File: src/rtl/bcd_seq_ctrl.sv
// bcd_seq_ctrl: sequencing controller for the bcd_convm digit-serial
// binary-to-BCD converter. Accepts one binary value per request handshake,
// issues the converter's request/next pulse train at a fixed spacing, collects
// one decimal digit per pulse (least-significant first) and returns the packed
// BCD word over a result handshake.
//
// Optional feature: define BCD_SEQ_LZ_BLANK_EN to blank leading zero digits
// (replaced by 4'hF, digit 0 never blanked) as the result is finalised.
//
// state | meaning
// ------+--------------------------------------------------------------
// IDLE  | ready for a request; value latched into cv_bin on accept
// START | one-cycle converter request pulse, step timer loaded
// WAIT  | step timer counting down until the converter digit is settled
// CAPT  | digit stored into slot idx, error flag updated
// NEXT  | one-cycle next-quotient pulse, step timer reloaded
// DONE  | result presented, held until the consumer accepts it

module bcd_seq_ctrl #(
   parameter int BIN_W    = 27,
   parameter int NDIG     = 9,
   parameter int STEP_CYC = 7
) (
   input  logic                clk,
   input  logic                reset,
   input  logic                req_valid,
   input  logic [BIN_W-1:0]    req_bin,
   output logic                req_ready,
   output logic                res_valid,
   input  logic                res_ready,
   output logic [4*NDIG-1:0]   res_bcd,
   output logic                res_err,
   output logic                cv_req_pls,
   output logic [BIN_W-1:0]    cv_bin,
   output logic                cv_next_pls,
   input  logic [7:0]          cv_dec
);

   localparam int IDX_W = (NDIG > 1) ? $clog2(NDIG) : 1;
   localparam int CNT_W = (STEP_CYC > 1) ? $clog2(STEP_CYC) : 1;

   localparam logic [IDX_W-1:0] IDX_LAST = IDX_W'(NDIG - 1);
   localparam logic [CNT_W-1:0] CNT_LOAD = CNT_W'(STEP_CYC - 1);
   // Leaving WAIT as the count goes 1 -> 0 places the capture exactly
   // STEP_CYC cycles after the pulse.
   localparam logic [CNT_W-1:0] CNT_TC   = CNT_W'(1);

   typedef enum logic [2:0] {
      S_IDLE  = 3'd0,
      S_START = 3'd1,
      S_WAIT  = 3'd2,
      S_CAPT  = 3'd3,
      S_NEXT  = 3'd4,
      S_DONE  = 3'd5
   } state_t;

   state_t              state_q;
   state_t              state_nxt;
   state_t              state_after_pls;
   logic [IDX_W-1:0]    idx_q;
   logic [CNT_W-1:0]    cnt_q;
   logic [4*NDIG-1:0]   bcd_q;
   logic                err_q;
   logic [BIN_W-1:0]    bin_q;
   logic [4*NDIG-1:0]   bcd_capt;
   logic [4*NDIG-1:0]   bcd_final;
   logic                accept;
   logic                dig_err;
   logic                unused_dec_hi;

   // Only the low nibble of the converter output carries the digit.
   assign unused_dec_hi = ^cv_dec[7:4];

   assign accept  = req_ready & req_valid;
   assign dig_err = (cv_dec[3:0] > 4'd9);

   // With a one-cycle step the digit is already due the cycle after the pulse.
   assign state_after_pls = (STEP_CYC == 1) ? S_CAPT : S_WAIT;

   // State register.
   always_ff @(posedge clk) begin
      if (reset) begin
         state_q <= S_IDLE;
      end else begin
         state_q <= state_nxt;
      end
   end

   // Next-state and handshake/pulse outputs; everything is held low in reset.
   always_comb begin
      state_nxt   = state_q;
      req_ready   = 1'b0;
      res_valid   = 1'b0;
      cv_req_pls  = 1'b0;
      cv_next_pls = 1'b0;
      unique case (state_q)
         S_IDLE: begin
            req_ready = ~reset;
            if (req_valid) begin
               state_nxt = S_START;
            end
         end
         S_START: begin
            cv_req_pls = ~reset;
            state_nxt  = state_after_pls;
         end
         S_WAIT: begin
            if (cnt_q == CNT_TC) begin
               state_nxt = S_CAPT;
            end
         end
         S_CAPT: begin
            state_nxt = (idx_q == IDX_LAST) ? S_DONE : S_NEXT;
         end
         S_NEXT: begin
            cv_next_pls = ~reset;
            state_nxt   = state_after_pls;
         end
         S_DONE: begin
            res_valid = ~reset;
            if (res_ready) begin
               state_nxt = S_IDLE;
            end
         end
         default: begin
            state_nxt = S_IDLE;
         end
      endcase
   end

   // Result word with the incoming digit dropped into slot idx.
   always_comb begin
      bcd_capt = bcd_q;
      for (int i = 0; i < NDIG; i++) begin
         if (idx_q == IDX_W'(i)) begin
            bcd_capt[4*i +: 4] = cv_dec[3:0];
         end
      end
   end

`ifdef BCD_SEQ_LZ_BLANK_EN
   logic seen_nz;

   // Blank every digit above the most significant nonzero one; digit 0 stays.
   always_comb begin
      bcd_final = bcd_capt;
      seen_nz   = 1'b0;
      for (int i = NDIG - 1; i >= 1; i--) begin
         if (bcd_capt[4*i +: 4] != 4'h0) begin
            seen_nz = 1'b1;
         end
         if (!seen_nz) begin
            bcd_final[4*i +: 4] = 4'hF;
         end
      end
   end
`else
   assign bcd_final = bcd_capt;
`endif

   // Datapath: request latch, step timer, digit index and result capture.
   always_ff @(posedge clk) begin
      if (reset) begin
         bin_q <= '0;
         idx_q <= '0;
         cnt_q <= '0;
         bcd_q <= '0;
         err_q <= 1'b0;
      end else begin
         unique case (state_q)
            S_IDLE: begin
               if (accept) begin
                  bin_q <= req_bin;
                  idx_q <= '0;
                  bcd_q <= '0;
                  err_q <= 1'b0;
               end
            end
            S_START, S_NEXT: begin
               cnt_q <= CNT_LOAD;
            end
            S_WAIT: begin
               cnt_q <= cnt_q - CNT_W'(1);
            end
            S_CAPT: begin
               if (dig_err) begin
                  err_q <= 1'b1;
               end
               if (idx_q == IDX_LAST) begin
                  bcd_q <= bcd_final;
               end else begin
                  bcd_q <= bcd_capt;
                  idx_q <= idx_q + IDX_W'(1);
               end
            end
            default: begin
            end
         endcase
      end
   end

   assign cv_bin  = bin_q;
   assign res_bcd = bcd_q;
   assign res_err = err_q;

endmodule

File: config.mk
export PLATFORM = sky130hd
export DESIGN_NAME = bcd_seq_ctrl
export DESIGN_NICKNAME = d
export VERILOG_FILES = /design/src/rtl/bcd_seq_ctrl.sv
export SDC_FILE = /design/constraint.sdc
export NUM_CORES = 1
export LEC_CHECK = 0
export CORE_UTILIZATION = 46
export CTS_CLUSTER_SIZE = 30
export DETAILED_ROUTE_END_ITERATION = 8
export PLACE_DENSITY = 0.89
export SLEW_MARGIN = 40
export SYNTH_ARGS = -nofsm -noshare
export SYNTH_HDL_FRONTEND = slang
export SYNTH_SLANG_ARGS = --single-unit
File: constraint.sdc
create_clock -name clk -period 1.5 [get_ports clk]
set_input_delay 0.225 -clock clk [delete_from_list [all_inputs] [get_ports clk]]
set_output_delay 0.225 -clock clk [all_outputs]
set_load 0.05 [all_outputs]
==> reports/results.txt <==
Count of final max-slew check failures: 0. Endpoint class of the critical path: an output port. The number of sinks handled by clock tree synthesis is 74, and the number of hold buffers added after cts is 0. The required arrival time at the worst endpoint was 1.27 ns; the ratio of cells with drive above 1 in the final layout was 33.0%.

Mean area per synthesized cell: 9.89 um2. The die height works out to 86.6 um. The run gives 0.835 as the global placement routability congestion.

Net count after synthesis: 378. After synthesis the netlist holds a flip-flop and latch count of 74. The logs give 41 for the post-synthesis cell type count and 0.00179 mm2 for the area of the multi-input gates. Across the routed clock network, the largest skew measured is 0.00948 ns. The run gives 0.35 ns as the clock latency at the later pin of the worst-skew pair. For this configuration, the core starts out at a cell density of 47.9%.

The clock passes through at most 2 buffers. Synthesis produced a netlist whose cell count is 333. The run finished, with violations left. The routed design has 8790 um of wire.

The root buffer cell chosen for the clock tree is sky130_fd_sc_hd__clkbuf_8. The via count of the first global-routing pass was 2944. The classification of the worst-slack hold path was in -> reg. Traced cell by cell, the critical path runs through nor4_4 > buf_12 > buf_16 > buf_12. The global routing usage summed across all routing layers was 24.3%. Measured against its own limit, the worst slew margin works out to 69.8%. The routed layout has 2907 vias. The async set-or-reset flop fraction in the synthesized netlist is 0%, and the worst stage delay on the critical path is 0.37 ns. Fill cells in the final layout number 479. 107 I/O pins were placed.

By area the synthesized netlist is led by sky130_fd_sc_hd__dfxtp_1, sky130_fd_sc_hd__nand2b_1, sky130_fd_sc_hd__mux2i_1. The width of the chip works out to 86.6 um. The startpoint identified for the worst register-to-register timing path is state_q[1]. Once detail routing completed, the nets flagged for antenna violations numbered 0. The run gives 4 as the total iterations of the first detailed-routing run.

The worst hold path begins at reset. The floorplan step defined a core boundary enclosing 0.00687 mm2. For the worst setup path, the data arrival time is 1.41 ns. The maximum fanout along the worst path came out at 3. Of the available clock period, the critical path in the final layout requires 109%. The first global-routing pass estimated 14200 um of wire.

The logs give 0 for the remaining routing DRC violations and 0.00750 mm2 for the die area. Setup violations remaining at the end of the flow were counted as 45. The run gives -0.137 ns as the worst setup slack after layout. The smallest clock period supported by the final layout is computed as 1.64 ns. Mapped cell area: 0.00329 mm2.

The synthesis-to-finish area growth was 50.3%. The startpoint class of the critical path is a flop. Dominant cell by count in the synthesized netlist: sky130_fd_sc_hd__dfxtp_1. Number of hold-slack violations in the final timing report: 0. Setup repair after global routing could not meet its margin everywhere.

Net switching is 29.5% of the power. Pin count of the biggest net entering global routing: 44. TritonCTS built the clock tree.

The detailed router finished its first iteration with 105 violations. The internal portion of the total power is 3.35 mW. Static timing analysis puts the maximum clock frequency at 611 MHz. For the net count of the finished layout, the log shows 506. Top cell type by total area after synthesis: sky130_fd_sc_hd__dfxtp_1. Once layout is done, the placed cells without fillers occupy 0.00495 mm2. The logs give 45.0% for the proportion of synthesized chip area in sequential cells and 1.40 mW for the switching power total. The run gives 0 as the antenna diode count.

The setup path with the least slack is of type reg -> out. The final reports fail on negative setup slack. Transition time at the pin with the least slew margin: 0.446 ns. The share of total power dissipated in the clock network is 33.4%.

The startpoint of the worst setup timing path was state_q[1]. The clock-pin slew reported for the worst setup and hold paths after clock tree synthesis works out to 0.08 ns. Sorting the synthesized cells by how often they occur yields sky130_fd_sc_hd__dfxtp_1, sky130_fd_sc_hd__nand2b_1, sky130_fd_sc_hd__mux2i_1. Most used flip-flop cell after synthesis: sky130_fd_sc_hd__dfxtp_1. In this run the number of H-tree levels came out at 3. Per report_power, the sequential group accounts for 44.1% of the total. The run gives 9 as the number of buffers created by CTS.

The routed length per placed instance works out to 15.6 um. Via density per instance: 5.17. Among all stages on the critical path, the largest delay is contributed by sky130_fd_sc_hd__dfxtp_4.

The run gives 0 as the reported max-cap violation count. The share of total power dissipated in combinational logic is 22.5%. Flip-flop and latch area: 0.00149 mm2.

Row generation in the floorplan step produced 30 rows. The tools report the initial antenna violation count as 0. During synthesis, Yosys emitted a total of 0 warnings.

Counting stages on the worst path, the most repeated cell is sky130_fd_sc_hd__buf_12. For this design the static power due to leakage is 2.11 nW. Summing internal, switching and leakage power gives 4.75 mW.

Yosys mapped a number of flops with a built-in enable equal to 0. The half-perimeter wire length of the detailed placement result was 5890 um; the share of the synthesized area in the top cell type was 45.0%. The smallest hold slack is 0.341 ns. The total power density per cell area works out to 961 mW/mm2. Summing all placed instances gives a cell area of 0.00447 mm2. VDD sags by at most 0.746 mV. Number of I/O port buffers: 102.

For this run the aggregate overflow at the end of global routing stands at 0. At the end of the flow the core is filled with cells to 72.0%. The post-place setup slack came out at -0.107 ns.
final timing paths:
path | cells past startpoint | to | slack, ns
worst min-delay path | 3 | state_q[0] | 0.34
worst max-delay path | 4 | req_ready | -0.14
worst max register to register | 6 | cv_bin[15] | -0.08
worst min register to register | 2 | res_bcd[15] | 0.48
registers in the layout, indices dropped and copies added (netlist names):
register	flops
cv_bin	27
idx_q	4
state_q	3
res_bcd	36
cnt_q	3
res_err	1
layout by cell type, fill, tap and decap left out, types with 2 or more instances in the layout:
cell / instances
sky130_fd_sc_hd__buf_4: 93
sky130_fd_sc_hd__dfxtp_1: 70
sky130_fd_sc_hd__nand2b_1: 67
sky130_fd_sc_hd__mux2i_1: 36
sky130_fd_sc_hd__clkdlybuf4s50_1: 33
sky130_fd_sc_hd__nand3_1: 29
sky130_fd_sc_hd__o21ai_0: 28
sky130_fd_sc_hd__clkbuf_8: 10
sky130_fd_sc_hd__buf_12: 8
sky130_fd_sc_hd__ha_1: 6
sky130_fd_sc_hd__inv_1: 5
sky130_fd_sc_hd__buf_6: 5
sky130_fd_sc_hd__a32oi_4: 4
sky130_fd_sc_hd__nand2_1: 4
sky130_fd_sc_hd__a21oi_1: 4
sky130_fd_sc_hd__nand3b_1: 3
sky130_fd_sc_hd__a22oi_2: 3
sky130_fd_sc_hd__a221o_1: 3
sky130_fd_sc_hd__nor2_1: 3
sky130_fd_sc_hd__dfxtp_4: 3
sky130_fd_sc_hd__nand2b_4: 2
sky130_fd_sc_hd__nor3_4: 2
sky130_fd_sc_hd__a32oi_2: 2
sky130_fd_sc_hd__a31oi_1: 2
sky130_fd_sc_hd__nor3_1: 2
sky130_fd_sc_hd__o21a_1: 2
sky130_fd_sc_hd__a311oi_1: 2
sky130_fd_sc_hd__a21o_1: 2
sky130_fd_sc_hd__clkinvlp_4: 2
cell families after synthesis:
family	after synthesis	synth area share (%)
AOI/OAI and AO/OA	59	13.5
adders and majority gates	6	2.28
buffers and inverters	31	4.07
DFF	74	45.0
muxes	36	10.9
and+or+nand+nor	127	24.2
per-layer routing:
metal	GRT usage, %	part of all wire (%)	up-vias
met5	0	0	-
met3	7.05	7.3	11
li1	-	-	1435
met1	28.1	41	1368
met4	7.88	1.0	0
met2	43.3	50	93
per-stage QoR:
stage          TNS, ns  instances
6_report         -2.50        562
5_1_grt          -5.93        562
4_1_cts          -1.33        559
3_5_place_dp     -3.98        530
3_3_place_gp     -1.40        530
2_1_floorplan  -0.0400        333
worst max-delay path, delay by kind of cell, from the launching register on:
kind / cells / cell delay (ns)
buffers and inverters: 3 / 0.38
DFF: 1 / 0.37
and+or+nand+nor: 1 / 0.31
power groups by stage:
stage	Sequential, mW	Clock, mW	Combinational, mW
final	2.10	1.59	1.07
after global routing	2.11	1.71	1.13
after CTS	2.10	1.61	1.04
after detailed placement	2.14	0	0.939
after global placement	2.14	0	0.922
after floorplan	2.37	0	0.373
layout make-up:
| class | instances | share of cell area, % |
|---|---|---|
| Multi-Input combinational cell | 228 | 36.1 |
| Sequential cell | 74 | 30.2 |
| Timing Repair Buffer | 143 | 26.8 |
| Clock buffer | 11 | 2.86 |
| Tap cell | 96 | 2.43 |
| Clock inverter | 5 | 1.26 |
| Inverter | 5 | 0.379 |
repair_timing:
| item | in CTS | in global routing |
|---|---|---|
| gates cloned | 1 | 0 |
| pin swaps | 7 | 9 |
| buffers inserted | 12 | 3 |
| endpoints found under the setup margin | 29 | 73 |
| gates resized for setup | 21 | 6 |
(Power assumes the default switching activity.)
